===== config.mk =====
export PLATFORM = sky130hd
export DESIGN_NAME = bus_addr_decoder
export DESIGN_NICKNAME = d
export VERILOG_FILES = /design/src/rtl/bus_pkg.sv /design/src/rtl/bus_slave_mux.sv /design/src/rtl/bus_addr_decoder.sv
export SDC_FILE = /design/constraint.sdc
export NUM_CORES = 1
export LEC_CHECK = 0
export ABC_AREA = 1
export CORE_MARGIN = 3
export CORE_UTILIZATION = 37
export DETAILED_ROUTE_END_ITERATION = 16
export HOLD_SLACK_MARGIN = 0.08
export PLACE_DENSITY = 0.73
export SYNTH_ARGS = -nofsm -noshare
export SYNTH_HDL_FRONTEND = slang
export SYNTH_SLANG_ARGS = --single-unit

===== constraint.sdc =====
create_clock -name clk -period 1.55 [get_ports clk]
set_clock_uncertainty 0.2 [all_clocks]
set_input_delay 0.465 -clock clk [delete_from_list [all_inputs] [get_ports clk]]
set_output_delay 0.465 -clock clk [all_outputs]
set_load 0.01 [all_outputs]

===== src/rtl/bus_pkg.sv =====
`default_nettype none
// +----------------------------------------------------------------------------+
// | bus_pkg : shared types and defaults for the bus address decoder             |
// | Rev 1.0 : initial release                                                   |
// +----------------------------------------------------------------------------+
package bus_pkg;

  typedef enum logic [1:0] {
    IDLE    = 2'd0,
    ADDR    = 2'd1,
    CONNECT = 2'd2
  } dec_state_t;

  localparam int DEFAULT_NUM_SLAVES = 3;
  localparam int DEFAULT_SEL_WIDTH  = 2;

  typedef logic [DEFAULT_SEL_WIDTH-1:0] dev_id_t;

endpackage
`default_nettype wire


===== src/rtl/bus_slave_mux.sv =====
`default_nettype none
// +----------------------------------------------------------------------------+
// | bus_slave_mux : combinational sel-indexed fan-out/fan-in of slave lines     |
// | Rev 1.0 : initial release                                                   |
// +----------------------------------------------------------------------------+
module bus_slave_mux
  import bus_pkg::*;
#(
  parameter int NUM_SLAVES = DEFAULT_NUM_SLAVES,
  parameter int SEL_WIDTH  = DEFAULT_SEL_WIDTH
) (
  input  logic                  en_i,
  input  logic [SEL_WIDTH-1:0]  sel_i,
  input  logic                  m_master_valid_i,
  input  logic                  m_master_ready_i,
  output logic                  m_rd_bus_o,
  output logic                  m_slave_valid_o,
  output logic                  m_slave_ready_o,
  output logic [NUM_SLAVES-1:0] s_master_valid_o,
  output logic [NUM_SLAVES-1:0] s_master_ready_o,
  input  logic [NUM_SLAVES-1:0] s_rd_bus_i,
  input  logic [NUM_SLAVES-1:0] s_slave_valid_i,
  input  logic [NUM_SLAVES-1:0] s_slave_ready_i
);

  logic [NUM_SLAVES-1:0] w_hit;

  for (genvar g = 0; g < NUM_SLAVES; g++) begin : g_hit
    assign w_hit[g] = en_i && (sel_i == SEL_WIDTH'(g));
  end

  assign s_master_valid_o = w_hit & {NUM_SLAVES{m_master_valid_i}};
  assign s_master_ready_o = w_hit & {NUM_SLAVES{m_master_ready_i}};

  // w_hit is one-hot or zero, so an AND-OR reduction is the read-back mux
  assign m_rd_bus_o      = |(w_hit & s_rd_bus_i);
  assign m_slave_valid_o = |(w_hit & s_slave_valid_i);
  assign m_slave_ready_o = |(w_hit & s_slave_ready_i);

endmodule
`default_nettype wire


===== src/rtl/bus_addr_decoder.sv =====
`default_nettype none
// +----------------------------------------------------------------------------+
// | bus_addr_decoder : serial device-select decode and slave-port routing       |
// | Optional idle watchdog enabled by defining DECODER_TIMEOUT_EN.              |
// | Rev 1.0 : initial release                                                   |
// +----------------------------------------------------------------------------+
module bus_addr_decoder
  import bus_pkg::*;
#(
  parameter int NUM_SLAVES     = DEFAULT_NUM_SLAVES,
  parameter int SEL_WIDTH      = DEFAULT_SEL_WIDTH,
  parameter int TIMEOUT_CYCLES = 255
) (
  input  logic                  clk,
  input  logic                  rstn,
  input  logic                  bgrant,
  input  logic                  m_mode,
  input  logic                  m_wr_bus,
  input  logic                  m_master_valid,
  input  logic                  m_master_ready,
  output logic                  m_rd_bus,
  output logic                  m_slave_valid,
  output logic                  m_slave_ready,
  output logic                  ack,
  output logic                  s_mode,
  output logic                  s_wr_bus,
  output logic [NUM_SLAVES-1:0] s_master_valid,
  output logic [NUM_SLAVES-1:0] s_master_ready,
  input  logic [NUM_SLAVES-1:0] s_rd_bus,
  input  logic [NUM_SLAVES-1:0] s_slave_valid,
  input  logic [NUM_SLAVES-1:0] s_slave_ready,
  output logic                  timeout
);

  localparam int               CNT_W      = $clog2(SEL_WIDTH + 1);
  localparam logic [CNT_W-1:0] C_LAST_BIT = CNT_W'(SEL_WIDTH - 1);

  if (NUM_SLAVES < 1 || NUM_SLAVES > (1 << SEL_WIDTH) || TIMEOUT_CYCLES < 1)
  begin : g_param_check
    $error("bus_addr_decoder: illegal NUM_SLAVES/SEL_WIDTH/TIMEOUT_CYCLES");
  end

  dec_state_t           state_q, state_d;
  logic [SEL_WIDTH-1:0] sel_sr_q, sel_sr_d;
  logic [SEL_WIDTH-1:0] id_q, id_d;
  logic [CNT_W-1:0]     bit_cnt_q, bit_cnt_d;
  logic                 ack_q, ack_d;
  logic                 lock_q, lock_d;
  logic [SEL_WIDTH-1:0] w_sel_next;
  logic                 w_sel_valid;
  logic                 w_conn_en;
  logic                 w_mux_ready;

  assign w_sel_next  = SEL_WIDTH'({sel_sr_q, m_wr_bus});
  assign w_sel_valid = (int'(w_sel_next) < NUM_SLAVES);
  assign w_conn_en   = (state_q == CONNECT) && bgrant;

  assign s_mode        = m_mode;
  assign s_wr_bus      = m_wr_bus;
  assign ack           = ack_q;
  assign m_slave_ready = ((state_q == ADDR) && bgrant) || w_mux_ready;

  bus_slave_mux #(
    .NUM_SLAVES (NUM_SLAVES),
    .SEL_WIDTH  (SEL_WIDTH)
  ) u_mux (
    .en_i             (w_conn_en),
    .sel_i            (id_q),
    .m_master_valid_i (m_master_valid),
    .m_master_ready_i (m_master_ready),
    .m_rd_bus_o       (m_rd_bus),
    .m_slave_valid_o  (m_slave_valid),
    .m_slave_ready_o  (w_mux_ready),
    .s_master_valid_o (s_master_valid),
    .s_master_ready_o (s_master_ready),
    .s_rd_bus_i       (s_rd_bus),
    .s_slave_valid_i  (s_slave_valid),
    .s_slave_ready_i  (s_slave_ready)
  );

`ifdef DECODER_TIMEOUT_EN
  localparam int              TO_W       = $clog2(TIMEOUT_CYCLES + 1);
  localparam logic [TO_W-1:0] C_TO_LIMIT = TO_W'(TIMEOUT_CYCLES);

  logic [TO_W-1:0] to_cnt_q, to_cnt_d;
  logic            timeout_q, timeout_d;

  always_ff @(posedge clk or negedge rstn) begin
    if (!rstn) begin
      to_cnt_q  <= '0;
      timeout_q <= 1'b0;
    end else begin
      to_cnt_q  <= to_cnt_d;
      timeout_q <= timeout_d;
    end
  end

  assign timeout = timeout_q;
`else
  assign timeout = 1'b0;
`endif

  always_ff @(posedge clk or negedge rstn) begin
    if (!rstn) begin
      state_q   <= IDLE;
      sel_sr_q  <= '0;
      id_q      <= '0;
      bit_cnt_q <= '0;
      ack_q     <= 1'b0;
      lock_q    <= 1'b0;
    end else begin
      state_q   <= state_d;
      sel_sr_q  <= sel_sr_d;
      id_q      <= id_d;
      bit_cnt_q <= bit_cnt_d;
      ack_q     <= ack_d;
      lock_q    <= lock_d;
    end
  end

  // lock_q holds off re-entry to ADDR after a rejected id or a watchdog drop
  // until the arbiter has withdrawn the grant at least once.
  always_comb begin
    state_d   = state_q;
    sel_sr_d  = sel_sr_q;
    id_d      = id_q;
    bit_cnt_d = bit_cnt_q;
    ack_d     = 1'b0;
    lock_d    = lock_q && bgrant;
`ifdef DECODER_TIMEOUT_EN
    to_cnt_d  = '0;
    timeout_d = 1'b0;
`endif
    case (state_q)
      IDLE: begin
        if (bgrant && !lock_q) begin
          state_d   = ADDR;
          sel_sr_d  = '0;
          bit_cnt_d = '0;
        end
      end
      ADDR: begin
        if (!bgrant) begin
          state_d   = IDLE;
          sel_sr_d  = '0;
          bit_cnt_d = '0;
          id_d      = '0;
        end else if (m_master_valid) begin
          sel_sr_d  = w_sel_next;
          bit_cnt_d = bit_cnt_q + CNT_W'(1);
          if (bit_cnt_q == C_LAST_BIT) begin
            if (w_sel_valid) begin
              state_d = CONNECT;
              id_d    = w_sel_next;
              ack_d   = 1'b1;
            end else begin
              state_d = IDLE;
              lock_d  = 1'b1;
            end
          end
        end
      end
      CONNECT: begin
        if (!bgrant) begin
          state_d   = IDLE;
          sel_sr_d  = '0;
          bit_cnt_d = '0;
          id_d      = '0;
        end
`ifdef DECODER_TIMEOUT_EN
        else if (!m_master_valid && !m_slave_valid && !ack_q) begin
          to_cnt_d = to_cnt_q + TO_W'(1);
          if (to_cnt_d == C_TO_LIMIT) begin
            state_d   = IDLE;
            id_d      = '0;
            lock_d    = 1'b1;
            timeout_d = 1'b1;
            to_cnt_d  = '0;
          end
        end
`endif
      end
      default: state_d = IDLE;
    endcase
  end

endmodule
`default_nettype wire


Word level (Yosys, flattened, before mapping)
Cells that the tools add are included.
Widths: inputs -> output; s select.
- equal/unequal tests: 10
- bitwise gates (word level): 5
- reduce and logical (&&, ||, !) cells: 19
- $lt $le $gt $ge: 1
- mux-type cells: 29
- add/subtract/negate cells: 1
- operator list (kind ; count):
    $mux 2 ; 13
    $and 3x3->3 ; 5
    $mux 1 ; 12
    $pmux 2 s3 ; 2
    $reduce_or 3->1 ; 3
    $reduce_and 4->1 ; 2
    $logic_and 1x1->1 ; 7
    $eq 2x1->1 const B ; 3
    $ne 3x3->1 const B ; 2
    $reduce_and 5->1 ; 1
    $eq 2x2->1 const B ; 2
    $logic_not 2->1 ; 2
    $ne 2x2->1 const B ; 2
    $pmux 2 s2 ; 1
    $ne 3x2->1 const B ; 1
    $pmux 1 s3 ; 1
    $reduce_bool 3->1 ; 1
    $add 2x1->2 const B ; 1
    $lt 2x2->1 const B ; 1
    $reduce_bool 2->1 ; 1
    $logic_not 1->1 ; 1
    $logic_or 1x1->1 ; 1
- flip-flop bits (word level): 9
- input port bits: 16
- output and inout port bits: 13
- logic and storage cells: 71

Longest topological paths before layout
- word-level depth: 6
- gate-level depth with buffers: 7
- mapped depth without buffers: 7

Modules after synthesis
Synthesis repeated with hierarchy kept, for this count alone.
- cells, all modules: 98
- area total of the unflattened synthesis: 678.2 um2
- modules (own cells, without submodules) (module ; area an instance (um2) ; cells an instance ; sequential area each (um2) ; instances):
    bus_addr_decoder ; 541.8 ; 71 ; 225.2 ; 1
    bus_slave_mux ; 136.4 ; 27 ; 0.0 ; 1

Worst setup path after synthesis
No wires, ideal clock.
- path type: in2out
- start: input port bgrant
- end: output port s_master_ready[0]
- data arrival time: 1.010 ns
- path buffers: 1
- required time: 0.885 ns
- stages on the path: 5
- path slack: -0.125 ns
- cell sequence: buf_4 -> nand2_4 -> nor2_4 -> inv_1 -> nor2_1
- longest elaborated chain between the ends: 3
- RTL lines (item ; RTL line ; source):
    start, declared ; bus_addr_decoder.sv:16 ; input logic bgrant,
    $logic_and 1x1->1 ; bus_addr_decoder.sv:56 ; assign w_conn_en = (state_q == CONNECT) && bgrant;
    $logic_and 1x1->1 ; bus_slave_mux.sv:29 ; assign w_hit[g] = en_i && (sel_i == SEL_WIDTH'(g));
    $and 3x3->3 ; bus_slave_mux.sv:33 ; assign s_master_ready_o = w_hit & {NUM_SLAVES{m_master_ready_i}};
    end, declared ; bus_addr_decoder.sv:28 ; output logic [NUM_SLAVES-1:0] s_master_ready,
No other way between the ends.

Worst setup path after layout
- start: input port s_slave_ready[2]
- end: output port m_slave_ready
- longest elaborated chain between the ends: 3
- RTL lines (item ; RTL line ; source):
    start, declared ; bus_addr_decoder.sv:31 ; input logic [NUM_SLAVES-1:0] s_slave_ready,
    $and 3x3->3 ; bus_slave_mux.sv:38 ; assign m_slave_ready_o = |(w_hit & s_slave_ready_i);
    $reduce_or 3->1 ; bus_slave_mux.sv:38 ;
    $logic_or 1x1->1 ; bus_addr_decoder.sv:61 ; assign m_slave_ready = ((state_q == ADDR) && bgrant) || w_mux_ready;
    end, declared ; bus_addr_decoder.sv:23 ; output logic m_slave_ready,
No other way between the ends.

==> run summary <==
Power and ir drop
* maximum vdd ir drop: 0.624 mV
* leakage power: 0.588 nW
* ratio of total power to cell area: 911 nW/µm²
* Total Power: 1.04 mW

Synth
* netlist area before placement: 706 µm²
* number of instances in the synthesized netlist: 105
* number of distinct library cells after synthesis: 21
* Post-Syn Nets: 122
* Seq/Total Area, Yosys: 0.319
* count of warnings emitted by yosys: 0
* flip-flop and latch count after synthesis: 9
* Post-Synthesis Mean Instance Area: 6.72 µm²

Route
* wire per inst: 11.1 µm
* Routed WL: 1.90 mm
* number of remaining DRC errors: 0
* antenna-violating nets left: 0
* Detailed Routing Iterations Pass 1: 4
* violation count after the first detailed-routing iteration: 19
* post-DR vias/cell: 4.66
* total via count after detailed routing: 801

Clocking
* worst skew pair latency: 0.27 ns
* Clock Pin Slew Worst Setup and Hold Paths: 0.05 ns
* count of hold-fix buffers inserted at cts: 0
* H-tree levels: 1
* CTS tree: yes
* Max Root-Sink Buffers: 2
* root buf cell: sky130_fd_sc_hd__clkbuf_4
* CTS buffer count: 3
* sinks on the clock net: 9

Layout
* number of inserted diodes: 0
* Layout Nets: 165
* final non-filler cell total: 172
* footprint of the multi-input gates: 468 µm²
* Seq. cell area: 225 µm²
* Area growth syn-to-layout: 61.3%
* fill cell total of the finished layout: 174
* final std cell area, no fill: 1140 µm²
* layout cell share with drive strength beyond 1: 0.435
* final core occ: 0.645

Worst setup path
* dominant delay contributor by cell family on the critical path: buffers and inverters
* cell chain of the critical path: clkdlybuf4s50_1 -> inv_1 -> nor3_2 -> nor2_1 -> nand2_1 -> buf_2
* sort of element at the start of the critical path: primary input
* worst-path fanout max: 1
* Critical-path top delay cell: sky130_fd_sc_hd__clkdlybuf4s50_1
* number of buffer and inverter instances along the worst setup path: 3
* required time worst endpoint: 0.88 ns
* Setup crit start: s_slave_ready[2]
* Worst Setup Path Type: primary input to output pin
* delay of the slowest cell on the worst path: 0.45 ns
* Worst Setup End Kind: output pin
* arrival time reported for the critical path endpoint: 1.37 ns
* launch point of the worst reg-to-reg path: state_q[0]$_DFFE_PN0P_

Place
* count of placed standard cells including taps: 163
* number of I/O port buffers: 25
* estimated wirelength of the detail-placed design: 1.51 mm
* global placement routability congestion: 0.778
* cell area after placement: 1070 µm²

Global routing
* GRT met1 Usage: 0.188
* pin count of the biggest net entering global routing: 10
* GRT Overall Usage: 0.171
* global route hottest layer: met2
* Remaining Overflow, GRT: 0
* met3 track demand over resource: 0.0242
* global-route wire length before repair: 3.24 mm
* antenna violations before repair: 0
* vias in the first global route: 762
* grt met2 use: 0.313

Timing
* RSZ-0062 raised after global routing: true
* maximum clock frequency: 492 MHz
* number of slew-limit violations in the final report: 0
* Final Hold Violating Endpoints: 0
* Final TNS setup: -4.08 ns
* Final Setup Violations: 9
* setup slack of the critical path after layout: -0.481 ns
* time the final worst path needs with I/O delays and setup: 2.03 ns
* ratio of final minimum period to clock period: 1.31

Hold path
* hold_sp: bit_cnt_q[1]$_DFFE_PN0P_
* Hold WC Path Type: register to register

Floorplanning
* y dimension of the die: 49.7 µm
* starting density of the core: 0.400
* Rows: 15
* core area: 1760 µm²
* Chip Width: 49.7 µm
* number of ports placed on the die boundary: 29
* full die area: 2470 µm²

Status
* result of the run: complete, but fails checks
* violations in the final reports: negative setup slack

Flow run
* total of max-cap violations: 0

-- Yosys cell counts, drive strengths merged --
library cell	number	share of area
o22ai	1	0.0089
nor3	2	0.014
o21ai	1	0.0071
dfrtp	9	0.32
ha	1	0.018
conb	1	0.0053
inv	14	0.074
nor2	24	0.19
o31ai	1	0.011
buf	4	0.043
nand3	8	0.064
a21boi	2	0.027
nand2	35	0.20
nand4	2	0.018
-- power by group --
part,switching (mW),internal [mW]
registers,0.0404,0.288
clock network,0.0823,0.0991
logic,0.293,0.235
-- tightest hold or removal path: stages (launching register included) --
cell and delay (ns):
sky130_fd_sc_hd__dfrtp_1 0.34, sky130_fd_sc_hd__nand2_1 0.05, sky130_fd_sc_hd__nand2_1 0.05
-- path summary, 6_finish.rpt --
kind / end / slack (ns) / depth (start not counted)
min: bit_cnt_q[1]$_DFFE_PN0P_ / 0.28 / 2
min reg2reg: bit_cnt_q[1]$_DFFE_PN0P_ / 0.28 / 2
max reg2reg: bit_cnt_q[1]$_DFFE_PN0P_ / 0.04 / 7
max in group asynchronous: id_q[1]$_DFFE_PN0P_ / 0.56 / 1
max: m_slave_ready / -0.48 / 6
min in group asynchronous: state_q[1]$_DFFE_PN0P_ / 0.29 / 1
-- layer usage --
metal	vias to the layer above	routed length, µm
met5	-	0
met4	0	28
met2	37	982
met3	3	172
met1	353	718
li1	408	-
-- metrics by stage --
stage	setup WS (ns)	hold WS, ns
6_report	-0.481	0.277
3_3_place_gp	-1.07	0.262
3_5_place_dp	-1.09	0.267
5_1_grt	-0.562	0.305
4_1_cts	-0.487	0.281
2_1_floorplan	-0.0990	-0.0306
-- cells in the final DEF (no fill, tap or decap), types with 2 or more instances in the layout --
master / n
sky130_fd_sc_hd__nand2_1: 30
sky130_fd_sc_hd__buf_4: 17
sky130_fd_sc_hd__clkdlybuf4s50_1: 12
sky130_fd_sc_hd__nor2_1: 10
sky130_fd_sc_hd__dfrtp_1: 9
sky130_fd_sc_hd__nor2_4: 8
sky130_fd_sc_hd__buf_2: 8
sky130_fd_sc_hd__inv_1: 7
sky130_fd_sc_hd__inv_2: 6
sky130_fd_sc_hd__nor2_2: 6
sky130_fd_sc_hd__nand2_2: 4
sky130_fd_sc_hd__nand3_2: 4
sky130_fd_sc_hd__nand3_1: 4
sky130_fd_sc_hd__clkbuf_4: 3
sky130_fd_sc_hd__nor3_2: 2
sky130_fd_sc_hd__nand4_1: 2
sky130_fd_sc_hd__dlygate4sd2_1: 2
sky130_fd_sc_hd__buf_6: 2
-- area by class of cell --
class                      count  share of cell area
clock buffer                   4              0.0231
multi-input combinational     78               0.411
inverter                      14              0.0484
sequential                     9               0.198
tap                           25              0.0275
timing repair buffer          42               0.292
-- cells by family (layout without fill, tap and decap cells) --
logic type               Yosys count  count (layout)  share of synthesized area
AND/OR/NAND/NOR                   71              71                      0.488
buffers and inverters             18              60                      0.117
flip-flops                         9               9                      0.319
AO/OA/AOI/OAI                      5               5                     0.0532
adder cells (fa/ha/maj)            1               1                     0.0177
other                              1               1                    0.00531
-- sequential cells by signal, indices dropped and copies added (netlist names) --
| signal | count |
|---|---|
| bit_cnt_q | 2 |
| id_q | 2 |
| state_q | 2 |
| ack | 1 |
| lock_q | 1 |
| sel_sr_q | 1 |
-- timing repair --
action	CTS	global route
buffers inserted	5	0
resized for setup	49	14
setup endpoints to repair	18	15
pin swaps	11	7
Power figures use the tool's default switching activity.
